===== src/rtl/stack_op_ctrl.sv =====
// Purpose : multi-cycle sequencer for PUSH/POP/CALL/RET; drives the SP register and one data-memory access per op.
// Latency : accept to done = 2 cycles + memory wait cycles (1 cycle for a bounds abort); issue interval >= 3 cycles.
// Backpressure: op_ready is high only in IDLE; ACCESS holds mem_req and its fields stable until mem_ready.
//
// Ports:
//   clk, reset                      clock, asynchronous active-high reset
//   op_valid/op_ready/op_code/op_data/pc_in   operation request handshake and operands
//   sp_in -> sp_write/sp_next       SP register current value in, write strobe + new value out
//   mem_req/mem_we/mem_addr/mem_wdata/mem_rdata/mem_ready   single-access memory port
//   done/pop_data/pc_load/pc_next/stack_err   completion results back to the datapath
//
// Optional feature: define STACK_BOUNDS_CHECK_EN to abort overflowing pushes and
// underflowing pops (done + stack_err, no memory access, no SP or PC update).
module stack_op_ctrl #(
  parameter logic [15:0] SP_TOP   = 16'd1016,
  parameter logic [15:0] SP_LIMIT = 16'd512,
  parameter logic [15:0] STEP     = 16'd1
) (
  input  logic        clk,
  input  logic        reset,
  input  logic        op_valid,
  output logic        op_ready,
  input  logic [1:0]  op_code,
  input  logic [15:0] op_data,
  input  logic [15:0] pc_in,
  input  logic [15:0] sp_in,
  output logic        sp_write,
  output logic [15:0] sp_next,
  output logic        mem_req,
  output logic        mem_we,
  output logic [15:0] mem_addr,
  output logic [15:0] mem_wdata,
  input  logic [15:0] mem_rdata,
  input  logic        mem_ready,
  output logic        done,
  output logic [15:0] pop_data,
  output logic        pc_load,
  output logic [15:0] pc_next,
  output logic        stack_err
);

  localparam logic [1:0] OP_PUSH = 2'd0;
  localparam logic [1:0] OP_POP  = 2'd1;
  localparam logic [1:0] OP_CALL = 2'd2;
  localparam logic [1:0] OP_RET  = 2'd3;

  typedef enum logic [1:0] {
    IDLE   = 2'd0,
    ACCESS = 2'd1,
    COMMIT = 2'd2
  } state_t;

  state_t state_q, state_d;

  logic [1:0]  op_q;
  logic [15:0] data_q;
  logic [15:0] pc_q;
  logic [15:0] addr_q;
  logic [15:0] newsp_q;
  logic        err_q;
  logic [15:0] pop_data_q;
  logic [15:0] pc_next_q;

  logic accept;
  logic push_like;   // PUSH and CALL write memory and pre-decrement SP
  logic ovf;
  logic unf;
  logic abort;

  assign accept    = (state_q == IDLE) && op_valid;
  assign push_like = ~op_code[0];

  // Bounds are evaluated in 17 bits so they reflect true integer ordering
  // rather than modulo-2^16 wraparound near 0 and 0xFFFF.
  assign ovf = push_like  && ({1'b0, sp_in} < ({1'b0, SP_LIMIT} + {1'b0, STEP}));
  assign unf = !push_like && (({1'b0, sp_in} + {1'b0, STEP}) > {1'b0, SP_TOP});

`ifdef STACK_BOUNDS_CHECK_EN
  assign abort = ovf | unf;
`else
  // Without the check the stack simply wraps; the flags are intentionally dropped.
  logic unused_bounds;
  assign unused_bounds = ovf | unf;
  assign abort         = 1'b0;
`endif

  // State register
  always_ff @(posedge clk or posedge reset) begin
    if (reset) begin
      state_q <= IDLE;
    end else begin
      state_q <= state_d;
    end
  end

  // Operand capture and result registers
  always_ff @(posedge clk or posedge reset) begin
    if (reset) begin
      op_q       <= OP_PUSH;
      data_q     <= '0;
      pc_q       <= '0;
      addr_q     <= '0;
      newsp_q    <= '0;
      err_q      <= 1'b0;
      pop_data_q <= '0;
      pc_next_q  <= '0;
    end else begin
      if (accept) begin
        op_q    <= op_code;
        data_q  <= op_data;
        pc_q    <= pc_in;
        err_q   <= abort;
        if (push_like) begin
          addr_q  <= sp_in - STEP;
          newsp_q <= sp_in - STEP;
        end else begin
          addr_q  <= sp_in;
          newsp_q <= sp_in + STEP;
        end
      end
      // Aborted ops never enter ACCESS, so these results stay untouched for them.
      if ((state_q == ACCESS) && mem_ready) begin
        case (op_q)
          OP_POP:  pop_data_q <= mem_rdata;
          OP_RET:  pc_next_q  <= mem_rdata;
          OP_CALL: pc_next_q  <= data_q;
          default: ;
        endcase
      end
    end
  end

  // Next state and outputs
  always_comb begin
    state_d   = state_q;
    op_ready  = 1'b0;
    mem_req   = 1'b0;
    mem_we    = 1'b0;
    sp_write  = 1'b0;
    done      = 1'b0;
    pc_load   = 1'b0;
    stack_err = 1'b0;

    case (state_q)
      IDLE: begin
        op_ready = 1'b1;
        if (op_valid) begin
          state_d = abort ? COMMIT : ACCESS;
        end
      end
      ACCESS: begin
        mem_req = 1'b1;
        mem_we  = ~op_q[0];
        if (mem_ready) begin
          state_d = COMMIT;
        end
      end
      COMMIT: begin
        done     = 1'b1;
        sp_write = ~err_q;
        pc_load  = ~err_q && ((op_q == OP_CALL) || (op_q == OP_RET));
`ifdef STACK_BOUNDS_CHECK_EN
        stack_err = err_q;
`endif
        state_d  = IDLE;
      end
      default: begin
        state_d = IDLE;
      end
    endcase
  end

  assign sp_next   = newsp_q;
  assign mem_addr  = addr_q;
  assign mem_wdata = (op_q == OP_CALL) ? pc_q : data_q;
  assign pop_data  = pop_data_q;
  assign pc_next   = pc_next_q;

endmodule

===== config.mk =====
export PLATFORM = sky130hd
export DESIGN_NAME = stack_op_ctrl
export DESIGN_NICKNAME = d
export VERILOG_FILES = /design/src/rtl/stack_op_ctrl.sv
export SDC_FILE = /design/constraint.sdc
export NUM_CORES = 1
export LEC_CHECK = 0
export ABC_CLOCK_PERIOD_IN_PS = 3400
export CORE_ASPECT_RATIO = 2
export CORE_MARGIN = 4
export CORE_UTILIZATION = 42
export DETAILED_ROUTE_END_ITERATION = 8
export PLACE_DENSITY = 0.82
export SKIP_LAST_GASP = 1
export SLEW_MARGIN = 20
export SYNTH_ARGS = -nofsm -noshare
export SYNTH_HDL_FRONTEND = slang
export SYNTH_SLANG_ARGS = --single-unit
export TNS_END_PERCENT = 5

===== constraint.sdc =====
create_clock -name clk -period 3.4 [get_ports clk]
set_input_delay 0.68 -clock clk [delete_from_list [all_inputs] [get_ports clk]]
set_output_delay 0.68 -clock clk [all_outputs]
set_load 0.03 [all_outputs]

=== After elaboration in Yosys (flattened, before gate mapping) ===
Index checks and enable logic that the tools add are counted.

* $add $sub $neg: 2
* Eq/ne operators: 7
* Muxes and demuxes: 12
* Bitwise logic cells: 1
* Reductions and logical operators: 8

{| class="wikitable"
|+ Operators by type and width
! cell !! count
|-
| $mux 16 || 3
|-
| $pmux 16 s2 || 1
|-
| $add 16x1->16 const B || 1
|-
| $sub 16x1->16 const B || 1
|-
| $eq 2x2->1 const B || 3
|-
| $reduce_and 2->1 || 3
|-
| $mux 1 || 5
|-
| $eq 2x1->1 const B || 2
|-
| $mux 2 || 2
|-
| $ne 2x2->1 const B || 2
|-
| $pmux 2 s2 || 1
|-
| $logic_and 1x1->1 || 2
|-
| $logic_not 2->1 || 1
|-
| $reduce_bool 2->1 || 1
|-
| $logic_or 1x1->1 || 1
|-
| $not 1->1 || 1
|}

* Bits in registers: 100
* Input port bits: 70
* Output and inout bits: 87
* Logic and storage cells: 38

=== Longest topological paths before layout ===
Gate-level depths: netlist (run 1).

* Word-level depth: 3
* Depth in mapped cells: 7
* Depth with buffers taken out: 7

=== Least setup slack after synthesis (run 1) ===
OpenSTA, ideal clock, no wires.

* Path type: input-to-reg
* Start point: input sp_in[5]
* End point: register newsp_q[15], in the netlist sp_next[15]
* Library setup time: 0.092 ns
* Arrival: 2.236 ns
* Required time: 3.308 ns
* Setup slack: 1.072 ns
* Stages: 7
* Path buffers: 2
* Cells stage by stage: buf_6 > or3_1 > buf_2 > or4_4 > nor4_4 > nor3_1 > o31ai_2

* Word-level cells in the longest chain between the ends: 2
* Elaborated cells between the ends (all ways): 3
* Those cells by class: add/sub: 2; mux: 1

{| class="wikitable"
|+ Ends and longest elaborated chain
! what !! RTL line !! RTL
|-
| start, declared || 26 || <nowiki>input logic [15:0] sp_in,</nowiki>
|-
| $sub 16x1->16 / $add 16x1->16 (equally long branches) || 115, 118 ||
|-
| $mux 16 (*) || 113 || <nowiki>if (push_like) begin</nowiki>
|-
| end signal, assigned || 115 || <nowiki>newsp_q <= sp_in - STEP;</nowiki>
|-
| end signal, assigned || 118 || <nowiki>newsp_q <= sp_in + STEP;</nowiki>
|-
| end, declared || 59 || <nowiki>logic [15:0] newsp_q;</nowiki>
|}

Every way passes the cells marked *; elsewhere a longest branch is shown, timed or not.
A chain may end at the register's enable or synchronous reset.

=== Final worst setup path (run 1) ===
* Start point: register op_q[0]
* End point: output mem_wdata[14]

* Word-level cells in the longest chain between the ends: 2

{| class="wikitable"
|+ Ends and longest elaborated chain
! what !! RTL line !! RTL
|-
| start, declared || 55 || <nowiki>logic [1:0] op_q;</nowiki>
|-
| start signal, assigned || 109 || <nowiki>op_q <= op_code;</nowiki>
|-
| $eq 2x2->1 || 175 || <nowiki>assign mem_wdata = (op_q == OP_CALL) ? pc_q : data_q;</nowiki>
|-
| $mux 16 || 175 ||
|-
| end, declared || 32 || <nowiki>output logic [15:0] mem_wdata,</nowiki>
|}

No other way between the ends.

==> impl_metrics.json, run 1 <==
{
  "run_status": "complete, no violations",
  "worst_path_max_delay_cell": "clkdlybuf4s50_1",
  "detail_route.vias_per_cell": 5.03,
  "synth.top_cell.area_share_pct": 52.9,
  "clockRootBuffer": "clkbuf_16",
  "synth_flop_type": "dfrtp_1",
  "yosys.cell_count.top_type": "nand2_1",
  "end_of_the_worst_register_to_register_path": "pc_next[12]$_DFFE_PP0P_",
  "finalMaxSlewViolations": 0,
  "tightest_slew_ns": 0.898,
  "finalNonFillerCells": 778,
  "detail_route.wl_per_cell_um": 16.5,
  "globalRouteTotalUtil_pct": 20.0,
  "drt_pre_antenna_iters": 4,
  "crit_path_max_fanout": 18,
  "final_net_count": 707,
  "place.gp.congestion": 0.913,
  "max-slew-margin-rel_pct": 40.0,
  "clock_path_buffers": 2,
  "residual_overflow_from_global_routing": 0,
  "multi_input_comb_area_um2": 2060,
  "hold_path_depth": 2,
  "dieWidth_um": 83.1,
  "filler_cell_count": 932,
  "floorplan.rows": 54,
  "final_period_minus_worst_setup_slack_ns": 2.87,
  "cpPeakStageDelay_ns": 0.62,
  "ff_latch_area_um2": 2500,
  "dieHeight_um": 158,
  "cpLargestDelayFamily": "buffers and inverters",
  "drt_first_iter_violations": 117,
  "synth_edf_count": 0,
  "dpl.cell_count": 762,
  "path_buf_inv": 2,
  "post_cts_resized": 0,
  "cp_data_arrival_time_ns": 2.19,
  "post_synthesis_cell_area_um2": 4730,
  "drt.antenna.violating_nets": 0,
  "syn_inst_count": 492,
  "synth_area_per_cell_um2": 9.62,
  "final_layout_size_suffix_gt1_share_pct": 11.0,
  "power.ir.vdd_worst_v": 0.000446,
  "syn2layout_area_growth_pct": 42.0,
  "numCtsBuffers": 9,
  "power.leakage_nw": 2.94,
  "final.period_utilization_pct": 84.5,
  "r2r-start": "state_q[1]$_DFFE_PP0P_",
  "coreArea_um2": 10900,
  "htree_num_levels": 3,
  "powerDensity_nw_per_um2": 911,
  "syn-num-nets": 566,
  "clkSlewWorstSetupHoldPaths_ns": 0.07,
  "antenna_violations_before_repair": 0,
  "synth.largest_area_cell": "dfrtp_1",
  "insertion_delay_ns": 0.34,
  "max_cap_violations": 0,
  "grt_pass1_wl_um": 21000,
  "postCtsSetupBuffers": 0,
  "ios": 157,
  "ff2ff_path_depth": 6,
  "grt_pass1_vias": 4175,
  "worst-endpoint-required_ns": 2.72,
  "hold_viol_final": 0,
  "total_power_mw": 6.12,
  "worst_hold_slack_ns": 0.471,
  "initial_cell_density_of_the_core_pct": 43.2,
  "postCtsHoldBufs": 0,
  "num_vias": 3917,
  "synthTopCellsByArea": "dfrtp_1, nand2_1, mux2_2, o21ai_0, xnor2_1",
  "design.die.area_um2": 13100,
  "finalSetupViolCount": 0,
  "clock-skew-final_ns": 0.0110,
  "ys_seq_elements": 100,
  "cp-start-kind": "flip-flop",
  "clock_sink_count": 100,
  "timing.setup.tns_ns": 0,
  "yosys.cell_types.count": 43,
  "worstHoldPathType": "flip-flop to flip-flop",
  "min-delay-start": "sp_next[0]$_DFFE_PP0P_",
  "finalWirelength_um": 12800,
  "drc": 0,
  "finalCoreUtilization_pct": 61.4,
  "rsz0062_at_grt": "false",
  "timing.setup.critical_path_class": "flip-flop to primary output",
  "postSynth.asyncResetShare_pct": 100,
  "worstHoldEndpoint": "sp_next[0]$_DFFE_PP0P_",
  "cts_tree": "done",
  "achievable-frequency_mhz": 348,
  "port_buffers": 155,
  "crit_chain": "nor2b_4, buf_4, mux2_2, clkdlybuf4s50_1",
  "grt_max_degree": 56,
  "r2r_slack_ns": 1.51,
  "detailed_place_hpwl_um": 10100,
  "synth-warning-count": 0,
  "critPathCaptureType": "primary output",
  "number_of_antenna_diodes": 0,
  "yosys-top-cells-count": "nand2_1, dfrtp_1, o21ai_0, mux2_2, clkbuf_1",
  "yosysSeqAreaShare_pct": 52.9
}
## where the power goes
part	switching (mW)	internal (mW)
Combinational	1.76	1.31
Sequential	0.314	1.70
Clock	0.457	0.581
Total	2.53	3.59
## placed cells by master, fill, tap and decap left out, drive strengths merged, types with 2 or more instances in the layout
master / n
clkdlybuf4s50: 155
and2: 4
o22ai: 2
o32ai: 2
xnor2: 20
or3: 3
nand4: 4
nor2b: 3
clkinvlp: 3
nor3: 4
buf: 11
nand2b: 2
nor4: 2
dfrtp: 100
clkbuf: 9
xor2: 7
o21ai: 50
nand3: 3
mux2i: 16
nand2: 158
a21oi: 4
nor2: 13
ha: 4
inv: 10
or2: 3
mux2: 32
or4: 2
## cells by family (layout without fill, tap and decap cells)
family	count (synthesis)	after routing	share of synthesized area [%]
and+or+nand+nor	205	205	18.5
buffers and inverters	43	189	3.81
AOI/OAI and AO/OA	64	64	7.72
xor gates and xnor gates	27	27	5.00
DFF	100	100	52.9
other	1	1	0.0792
adders and majority gates	4	4	1.06
muxes	48	48	11.0
## worst max-delay path by stage
stage                   startpoint                      end  slack, ns  depth (start not counted)
3_5_place_dp              sp_in[5]  sp_next[15]$_DFFE_PP0P_       0.48                          6
2_1_floorplan                reset    data_q[0]$_DFFE_PP0P_       0.10                          1
3_3_place_gp              sp_in[5]  sp_next[15]$_DFFE_PP0P_       0.51                          6
6_report       op_q[0]$_DFFE_PP0P_            mem_wdata[14]       0.53                          4
5_1_grt        op_q[0]$_DFFE_PP0P_            mem_wdata[14]       0.41                          4
4_1_cts        op_q[0]$_DFFE_PP0P_            mem_wdata[14]       0.49                          4
## layer usage
metal / vias to the layer above / track usage, % / share of wire, % / wire, µm
li1: 1893 / - / - / -
met1: 1861 / 20.9 / 35 / 4500
met2: 137 / 37.6 / 55 / 7080
met3: 26 / 5.68 / 6.7 / 863
met4: 0 / 7.72 / 2.9 / 372
met5: - / 0 / 0 / 0
## worst min-delay path: stages, from the launching register on
cell and delay (ns):
dfrtp_1 0.34, nand2_1 0.05, nand2_1 0.05
## per-stage QoR
step                worst slack (ns)  instance area [µm²]
CTS                            0.486                 6720
global route                   0.410                 6720
detailed placement             0.483                 6410
global placement               0.510                 6410
floorplan                      0.101                 4730
finish                         0.527                 6720
## area by class of cell
| cell class | count | area share, % |
|---|---|---|
| clock inverter | 7 | 1.21 |
| multi-input combinational | 349 | 30.7 |
| tap | 140 | 2.61 |
| inverter | 7 | 0.428 |
| clock buffer | 9 | 3.35 |
| timing repair buffer | 166 | 24.5 |
| sequential | 100 | 37.2 |
## flip-flops by register name, summed over array words and instances, names as in the netlist
signal and flops:
data_q 16, mem_addr 16, pc_next 16, pc_q 16, pop_data 16, sp_next 16, op_q 2, state_q 2
(Power assumes the default switching activity.)
==> run 2, diff against run 1 <==
--- a/config.mk
+++ b/config.mk
@@ -5,12 +5,12 @@
 export SDC_FILE = /design/constraint.sdc
 export NUM_CORES = 1
 export LEC_CHECK = 0
-export ABC_CLOCK_PERIOD_IN_PS = 3400
+export ABC_CLOCK_PERIOD_IN_PS = 2650
 export CORE_ASPECT_RATIO = 2
 export CORE_MARGIN = 4
-export CORE_UTILIZATION = 42
+export CORE_UTILIZATION = 46
 export DETAILED_ROUTE_END_ITERATION = 8
-export PLACE_DENSITY = 0.82
+export PLACE_DENSITY = 0.85
 export SKIP_LAST_GASP = 1
 export SLEW_MARGIN = 20
 export SYNTH_ARGS = -nofsm -noshare
==> constraint.sdc (replaced) <==
create_clock -name clk -period 2.65 [get_ports clk]
set_input_delay 0.53 -clock clk [delete_from_list [all_inputs] [get_ports clk]]
set_output_delay 0.53 -clock clk [all_outputs]
set_load 0.03 [all_outputs]
==> impl_metrics.json, run 2 (same netlist as run 1, synthesis figures left out) <==
{
  "final_layout_size_suffix_gt1_share_pct": 12.7,
  "grt_pass1_wl_um": 20900,
  "syn2layout_area_growth_pct": 43.9,
  "coreArea_um2": 10100,
  "rsz0062_at_grt": "true",
  "failed_checks": "negative setup slack",
  "cp-start-kind": "flip-flop",
  "num_vias": 4045,
  "numCtsBuffers": 9,
  "power_switching_mw": 3.27,
  "drt.antenna.violating_nets": 0,
  "max-slew-margin-rel_pct": 65.0,
  "design.die.area_um2": 12100,
  "worstHoldPathType": "flip-flop to flip-flop",
  "p_int_mw": 4.62,
  "insertion_delay_ns": 0.34,
  "final_period_minus_worst_setup_slack_ns": 2.67,
  "postCtsSetupBuffers": 0,
  "floorplan.rows": 52,
  "timing.setup.critical_path_class": "flip-flop to primary output",
  "worst_path_max_delay_cell": "clkdlybuf4s50_1",
  "grt_max_degree": 101,
  "residual_overflow_from_global_routing": 0,
  "run_status": "complete, but fails checks",
  "ios": 157,
  "worst-endpoint-required_ns": 2.12,
  "antenna_violations_before_repair": 0,
  "share_seq_of_total_power_pct": 33.0,
  "clock_sink_count": 100,
  "drt_first_iter_violations": 149,
  "finalSetupViolCount": 7,
  "htree_num_levels": 3,
  "crit_path_max_fanout": 15,
  "hold_viol_final": 0,
  "cpLargestDelayFamily": "buffers and inverters",
  "dieWidth_um": 79.7,
  "detail_route.vias_per_cell": 5.15,
  "achievable-frequency_mhz": 374,
  "layout_commonest_cell": "nand2_1",
  "mostFrequentLayoutCells": "nand2_1, clkdlybuf4s50_1, dfrtp_1",
  "power.ir.vdd_worst_v": 0.000665,
  "finalMaxSlewViolations": 0,
  "worst_hold_slack_ns": 0.475,
  "crit_chain": "nor2b_4, buf_4, mux2_2, clkdlybuf4s50_1",
  "drc": 0,
  "p_comb_share_pct": 50.0,
  "filler_cell_count": 793,
  "cp_data_arrival_time_ns": 2.14,
  "place.gp.congestion": 0.886,
  "timing.setup.tns_ns": -0.106,
  "power.leakage_nw": 3.02,
  "finalWirelength_um": 13200,
  "clockRootBuffer": "clkbuf_16",
  "final_net_count": 720,
  "clock_power_share_pct": 17.0,
  "path_buf_inv": 2,
  "initial_cell_density_of_the_core_pct": 46.9,
  "final.period_utilization_pct": 101,
  "grt_pass1_vias": 4169,
  "port_buffers": 155,
  "dieHeight_um": 151,
  "number_of_antenna_diodes": 0,
  "cpPeakStageDelay_ns": 0.60,
  "cts_tree": "done",
  "setup_slack_ns": -0.0241,
  "detailed_place_hpwl_um": 9920,
  "critPathCaptureType": "primary output",
  "powerDensity_nw_per_um2": 1160,
  "detail_route.wl_per_cell_um": 16.8,
  "clock_path_buffers": 2,
  "power.share.switching_pct": 41.4,
  "dp_slack_ns": 0.0578,
  "tightest_slew_ns": 0.526,
  "max_cap_violations": 0,
  "drt_pre_antenna_iters": 5,
  "clock-skew-final_ns": 0.00827,
  "globalRouteTotalUtil_pct": 22.6,
  "clkSlewWorstSetupHoldPaths_ns": 0.07
}
## run 2: cell types whose count changed in the layout (fill, tap and decap cells not counted), sizes merged
| cell | before | now |
|---|---|---|
| buf | 11 | 24 |
| clkdlybuf4s50 | 155 | 153 |
| clkinv | 0 | 1 |
| clkinvlp | 3 | 2 |
| dlygate4sd2 | 0 | 1 |
| dlymetal6s2s | 0 | 1 |
## run 2: area by class of cell
type	instances	area, µm²	share of cell area, %
clock buffers	9	225	3.31
clock inverters	7	80.1	1.18
inverters	7	30.0	0.441
multi-input cells	349	2060	30.2
flip-flops and latches	100	2500	36.7
well taps	135	169	2.48
repair buffers	179	1750	25.6
## run 2: power groups by stage
| stage | clock, mW | combinational (mW) | sequential (mW) |
|---|---|---|---|
| 2_1_floorplan | 0 | 1.44 | 3.40 |
| 3_5_place_dp | 0 | 3.98 | 2.63 |
| 5_1_grt | 1.43 | 4.21 | 2.69 |
| 4_1_cts | 1.36 | 3.99 | 2.61 |
| 3_3_place_gp | 0 | 3.91 | 2.59 |
| 6_report | 1.34 | 3.94 | 2.61 |
## run 2: timing repair
action	CTS	global route
endpoints found under the setup margin	16	15
gates resized for setup	1	1
hold endpoints to repair	0	0
hold buffers	0	0
## run 2: worst reg2reg max path, stage by stage, from the launching register on
cell,delay [ns]
dfrtp_1,0.38
nand2b_1,0.18
inv_1,0.07
and2_1,0.18
and3b_1,0.17
buf_4,0.25
mux2_2,0.38
## run 2: per-layer routing
layer	GRT usage, %	vias up	part of all wire, %	wire length (µm)
met3	6.25	51	6.6	874
met2	41.1	160	55	7250
met4	11.9	0	4.8	632
met1	22.8	1909	34	4460
li1	-	1925	-	-
met5	0	-	0	0
## run 2: through the flow
stage          power, mW  util [%]  cells  instance area (µm²)
2_1_floorplan       4.84         -    492                 4740
3_3_place_gp        6.51      64.5    770                 6500
3_5_place_dp        6.61      64.5    770                 6500
4_1_cts             7.97      67.5    786                 6810
5_1_grt             8.33      67.5    786                 6810
6_report            7.89      67.5    786                 6810
## run 2: final timing paths
check	start	to	slack, ns	cells after the start
worst min-delay path	pc_q[2]$_DFFE_PP0P_	pc_q[2]$_DFFE_PP0P_	0.48	2
min in group asynchronous	reset	pc_q[7]$_DFFE_PP0P_	0.69	3
worst min register to register	pc_q[2]$_DFFE_PP0P_	pc_q[2]$_DFFE_PP0P_	0.48	2
worst max register to register	state_q[1]$_DFFE_PP0P_	pop_data[2]$_DFFE_PP0P_	0.93	6
worst max-delay path	op_q[0]$_DFFE_PP0P_	mem_wdata[5]	-0.02	4
max in group asynchronous	reset	pc_next[13]$_DFFE_PP0P_	1.57	3
